$ cat src/rtl/arb_pkg.sv
// Shared arbiter types and helpers: FSM state encoding, constant clog2 and
// one-hot to binary index conversion.
`default_nettype none

package arb_pkg;

  typedef enum logic [0:0] {
    ARB_IDLE  = 1'b0,
    ARB_GRANT = 1'b1
  } arb_state_e;

  // Never returns less than 1 so that an index port always has a bit.
  function automatic int arb_clog2(input int n);
    int r;
    r = 1;
    for (int i = 1; i < 32; i++) begin
      if ((1 << i) < n) r = i + 1;
    end
    return r;
  endfunction

  // OR of the indices of the set bits; exact for a one-hot or zero input.
  function automatic logic [4:0] onehot_to_idx(input logic [31:0] oh);
    logic [4:0] r;
    r = '0;
    for (int i = 0; i < 32; i++) begin
      if (oh[i]) r = r | 5'(i);
    end
    return r;
  endfunction

endpackage

`default_nettype wire

$ cat src/rtl/rr_arbiter_wburst_pick.sv
// Rotating-priority picker: lowest requester at or above i_ptr, otherwise the
// lowest requester overall (masked double-priority search).
`default_nettype none

module rr_pick
  import arb_pkg::*;
#(
  parameter  int N     = 4,
  localparam int IDX_W = arb_clog2(N)
) (
  input  logic [N-1:0]     i_req,
  input  logic [IDX_W-1:0] i_ptr,
  output logic             o_found,
  output logic [IDX_W-1:0] o_win_idx,
  output logic [N-1:0]     o_win_onehot
);

  logic [N-1:0] w_mask;
  logic [N-1:0] w_masked;
  logic [N-1:0] w_hi_oh;
  logic [N-1:0] w_lo_oh;

  for (genvar i = 0; i < N; i++) begin : g_mask
    assign w_mask[i] = (IDX_W'(i) >= i_ptr);
  end

  assign w_masked = i_req & w_mask;

  // x & -x isolates the lowest set bit.
  assign w_hi_oh = w_masked & (-w_masked);
  assign w_lo_oh = i_req & (-i_req);

  assign o_found      = |i_req;
  assign o_win_onehot = (|w_masked) ? w_hi_oh : w_lo_oh;

  always_comb begin
    o_win_idx = '0;
    for (int i = 0; i < N; i++) begin
      if (o_win_onehot[i]) o_win_idx = o_win_idx | IDX_W'(i);
    end
  end

endmodule

`default_nettype wire

$ cat src/rtl/rr_arbiter_wburst.sv
// N-way round-robin arbiter; the winner keeps the grant for up to its sampled
// burst weight while it holds its request, then priority rotates.
`default_nettype none

module rr_arbiter_wburst
  import arb_pkg::*;
#(
  parameter  int N        = 4,
  parameter  int WEIGHT_W = 4,
  localparam int IDX_W    = arb_clog2(N)
) (
  input  logic                  clk,
  input  logic                  rst_n,
  input  logic [N-1:0]          i_req,
  input  logic [N*WEIGHT_W-1:0] i_weight,
  output logic [N-1:0]          o_gnt,
  output logic                  o_gnt_valid,
  output logic [IDX_W-1:0]      o_gnt_idx
);

  localparam logic [0:0] ST_IDLE  = ARB_IDLE;
  localparam logic [0:0] ST_GRANT = ARB_GRANT;

  logic [0:0]          r_state;
  logic [IDX_W-1:0]    r_last_owner;
  logic [WEIGHT_W-1:0] r_cnt;
  logic [WEIGHT_W-1:0] r_weff;
  logic [N-1:0]        r_gnt;
  logic                r_gnt_valid;
  logic [IDX_W-1:0]    r_gnt_idx;

  logic [IDX_W-1:0]    w_base;
  logic [IDX_W-1:0]    w_ptr;
  logic                w_found;
  logic [IDX_W-1:0]    w_win_idx;
  logic [N-1:0]        w_win_oh;
  logic [WEIGHT_W-1:0] w_wsel;
  logic [WEIGHT_W-1:0] w_new_weff;
  logic                w_in_grant;
  logic                w_continue;
  logic                w_burst_end;
  logic                w_load;

  // In GRANT the owner is the pointer base, so it is searched last.
  assign w_base = (r_state == ST_GRANT) ? r_gnt_idx : r_last_owner;
  assign w_ptr  = (w_base == IDX_W'(N - 1)) ? '0 : w_base + IDX_W'(1);

  rr_pick #(.N(N)) u_pick (
    .i_req        (i_req),
    .i_ptr        (w_ptr),
    .o_found      (w_found),
    .o_win_idx    (w_win_idx),
    .o_win_onehot (w_win_oh)
  );

  always_comb begin
    w_wsel = '0;
    for (int i = 0; i < N; i++) begin
      if (w_win_idx == IDX_W'(i)) w_wsel = i_weight[i*WEIGHT_W +: WEIGHT_W];
    end
  end

  assign w_new_weff  = (w_wsel == '0) ? WEIGHT_W'(1) : w_wsel;
  assign w_in_grant  = (r_state == ST_GRANT);
  assign w_continue  = (|(i_req & r_gnt)) && (r_cnt < (r_weff - WEIGHT_W'(1)));
  assign w_burst_end = w_in_grant && !w_continue;
  assign w_load      = w_found && ((r_state == ST_IDLE) || w_burst_end);

  always_ff @(posedge clk or negedge rst_n) begin
    if (!rst_n) begin
      r_state      <= ST_IDLE;
      r_last_owner <= IDX_W'(N - 1);
      r_cnt        <= '0;
      r_weff       <= '0;
      r_gnt        <= '0;
      r_gnt_valid  <= 1'b0;
      r_gnt_idx    <= '0;
    end else begin
      if (w_burst_end) r_last_owner <= r_gnt_idx;

      if (w_load) begin
        r_state     <= ST_GRANT;
        r_gnt       <= w_win_oh;
        r_gnt_idx   <= w_win_idx;
        r_gnt_valid <= 1'b1;
        r_cnt       <= '0;
        r_weff      <= w_new_weff;
      end else if (w_in_grant && w_continue) begin
        r_cnt <= r_cnt + WEIGHT_W'(1);
      end else if (r_state != ST_IDLE) begin
        // Burst ended with nobody waiting, or an unknown state: drop to idle.
        r_state     <= ST_IDLE;
        r_gnt       <= '0;
        r_gnt_idx   <= '0;
        r_gnt_valid <= 1'b0;
        r_cnt       <= '0;
      end
    end
  end

  assign o_gnt       = r_gnt;
  assign o_gnt_valid = r_gnt_valid;
  assign o_gnt_idx   = r_gnt_idx;

endmodule

`default_nettype wire

$ cat config.mk
export PLATFORM = sky130hd
export DESIGN_NAME = rr_arbiter_wburst
export DESIGN_NICKNAME = d
export VERILOG_FILES = /design/src/rtl/arb_pkg.sv /design/src/rtl/rr_arbiter_wburst_pick.sv /design/src/rtl/rr_arbiter_wburst.sv
export SDC_FILE = /design/constraint.sdc
export NUM_CORES = 1
export LEC_CHECK = 0
export ABC_AREA = 1
export BUFFER_PORTS_ARGS = -buffer_cell sky130_fd_sc_hd__buf_4
export CORE_MARGIN = 2
export CORE_UTILIZATION = 38
export CTS_CLUSTER_SIZE = 40
export DETAILED_ROUTE_END_ITERATION = 16
export GPL_TIMING_DRIVEN = 0
export HOLD_SLACK_MARGIN = 0.05
export PLACE_DENSITY = 0.65
export RECOVER_POWER = 50
export SYNTH_ARGS = -nofsm -noshare
export SYNTH_HDL_FRONTEND = slang
export SYNTH_SLANG_ARGS = --single-unit
$ cat constraint.sdc
create_clock -name clk -period 2.8 [get_ports clk]
set_clock_uncertainty 0.05 [all_clocks]
set_input_delay 0 -clock clk [delete_from_list [all_inputs] [get_ports clk]]
set_output_delay 0 -clock clk [all_outputs]
set_load 0.01 [all_outputs]
==> out/results.ini <==
[critical_path]
critPathMaxFanout=8
regToRegEndpoint=r_weff[0]
critical_path.endpoint_type=flop
crit_start=r_state
worst-setup-path-type=flop to flop
rrSetupSlack_ns=0.56
regToRegStartpoint=r_state
start_kind=flop
crit_required_ns=2.90
worst-r2r-cell-count=13
critPathCapture=r_weff[0]
worst-endpoint-arrival_ns=2.34

[synthesis]
ys_ff_latch=18
syn-mean-instance-area_um2=7.559
synthCells=195
yosysWarnings=0
synth_seq_area_share=0.3073
postSynth.topFlopCell=dfrtp_1
post-synth-top-area-cell=dfrtp_1
synth_cell_types=27
synth_async_sr_flop_share=1.000
synth_largest_type_area_fraction=0.2716
synth_area_leaders=dfrtp_1, buf_4, nand2_1, nand3_1, ha_1
edff_count_synth=0
yosysMostFrequentCell=nand2_1
top_post_synthesis_cells_by_count=nand2_1, buf_4, nand3_1
syn_area_mm2=0.001474

[final_layout]
final-instance-count-excl-fill=307
antenna_cells=0
post_route_cells_drive_above_1_share=0.3282
areaGrowthSynthToFinish_pct=30.48
fillers=389
final_net_count=289

[timing]
final_period_minus_worst_setup_slack_ns=2.237
maxClockFrequency_ghz=0.4471
final_hold_viol_count=0
worst_slew_margin_rel=0.3638
timing_max_transition_violations_final=0
setup_viol_count_final=0
setup_tns_ns=0
rsz0062_at_grt=no
min_period_over_period=0.7988
worst_slew_pin_slew_ns=0.9544

[global_routing]
antenna_violations_before_repair=0
maximum_number_of_pins_on_one_net_before_global_route_repair=19
grt_overflow=0
vias_in_the_first_global_route=1150
first_pass_grt_wire_length_um=4968
grtUsageTotal=0.1486

[routing]
first_iter_violations=77
detail_route_met2_wl_um=1325
wl_per_cell_um=9.511
route.met3.wl_um=146
antenna_violating_nets_post_route=0
top_layer_used=met4
route.detailed.drc=0
detailed_routing_wirelength_on_met1_um=1394
overall_via_count_from_detail_route=1271
drtPass1Iterations=3
post_drt_via_cell_ratio=4.140
totalWireLength_um=2920

[placed_design]
place_inst=300
replace_congestion=0.8484
hpwlAfterDp_um=2419
port-buffer-count=28

[clock_network]
tritoncts=built
clock_tree.root_cell=clkbuf_8
deepest_level_of_the_cts_h_tree=1
clock_insertion_delay_worst_skew_ns=0.25
clock_path_buffers=2
cts_made_buffers=3
worst_setup_hold_path_clk_slew_ns=0.07
clock_sink_count=18

[die]
io-pin-count=59
floorplan.die.height_um=66.28
die_w_um=66.28
design.die.area_mm2=0.004393
rows=22
initial_core_utilization=0.3996
standard_cell_core_area_mm2=0.003689

[min_path]
worstHoldPathType=input pin to flop

[power]
peakVddDrop_mv=0.3292
power_density_mw_per_mm2=838.2
static-leakage-power_nw=1.073

[run_status]
result_of_the_run=completed

[run]
max-cap-violations=0

## layout make-up
cell class / count / area (um^2) / area share
multi-input cells: 151 / 802.0 / 0.4170
inverters: 23 / 86.33 / 0.04489
repair buffers: 31 / 225.2 / 0.1171
well taps: 48 / 60.06 / 0.03123
flip-flops and latches: 18 / 452.9 / 0.2355
plain buffers: 32 / 241.5 / 0.1256
clock buffers: 4 / 55.05 / 0.02863
## timing repair
item,CTS,global route
resized for setup,0,0
hold buffers,3,0
setup buffers,0,0
endpoints found under the hold margin,21,0
## state kept, by name, indices dropped and copies added (netlist names)
| name | flops |
|---|---|
| r_weff | 4 |
| r_cnt | 4 |
| r_last_owner | 2 |
| o_gnt | 4 |
| r_state | 1 |
| o_gnt_idx | 2 |
| o_gnt_valid | 1 |
## cell families after synthesis
logic type                 count (synthesis)  synth area share
AOI/OAI and AO/OA                         20           0.07301
other                                      1          0.002544
and+or+nand+nor                           90            0.3115
DFF                                       18            0.3073
adders and majority gates                  7           0.05942
xor gates and xnor gates                   4           0.02377
buffers and inverters                     55            0.2224
## through the flow
stage	util	total power [W]	hold slack, ns	cell area (um^2)	setup WS [ns]
2_1_floorplan	-	0.001164	-0.3456	1583	0.8382
3_3_place_gp	0.5024	0.001401	-0.1722	1853	0.5751
3_5_place_dp	0.5024	0.001425	-0.1713	1853	0.5437
4_1_cts	0.5254	0.001646	0.05205	1938	0.5444
5_1_grt	0.5214	0.001802	0.07768	1923	0.3170
6_report	0.5214	0.001612	0.05723	1923	0.5633
## report_power, final
part | leakage, nW | internal (W) | switching (W) | total, W
logic | 0.826 | 0.000382 | 0.000558 | 0.000940
clock network | 0.0288 | 0.000125 | 0.0000866 | 0.000212
registers | 0.218 | 0.000377 | 0.0000837 | 0.000461
total | 1.07 | 0.000884 | 0.000728 | 0.00161
## worst min-delay path by stage
stage	from	to	slack [ns]	cells past startpoint
floorplan	rst_n	o_gnt[0]	-0.35	0
global placement	rst_n	o_gnt_idx[0]	-0.17	1
detailed placement	rst_n	o_gnt_idx[0]	-0.17	1
CTS	i_weight[13]	r_weff[1]	0.05	4
global route	i_weight[13]	r_weff[1]	0.08	4
finish	i_weight[13]	r_weff[1]	0.06	4
## cells in the final DEF, fill, tap and decap left out, types with 2 or more instances in the layout
master,n
o21ai_0,16
nand3_1,23
nor2_2,2
dfstp_2,2
buf_4,54
inv_2,2
dlygate4sd3_1,3
conb_1,30
nor2_1,9
ha_1,7
nor2_4,2
or2_2,2
nand2_2,10
clkbuf_8,4
clkbuf_1,4
xnor2_1,3
inv_1,21
dfrtp_1,16
a21oi_1,2
nand2_1,35
nand4_1,2
o21ai_2,2
## worst max-delay path: stages, from the launching register on
cell,delay (ns)
dfrtp_1,0.43
inv_1,0.15
o21ai_0,0.30
ha_1,0.30
nand2_1,0.15
nand2_1,0.11
nor2_4,0.12
nand2_4,0.09
nor2_1,0.10
nor2_1,0.06
nand2_1,0.07
nand2_1,0.08
nand3_1,0.09
nand2_1,0.05
## routing by layer
layer  global-route usage  vias up
li1                     -      692
met1               0.1937      539
met2               0.2475       36
met3              0.01193        4
met4              0.06888        0
met5                    0        -
Note: power is estimated with default switching activity, not from simulation.
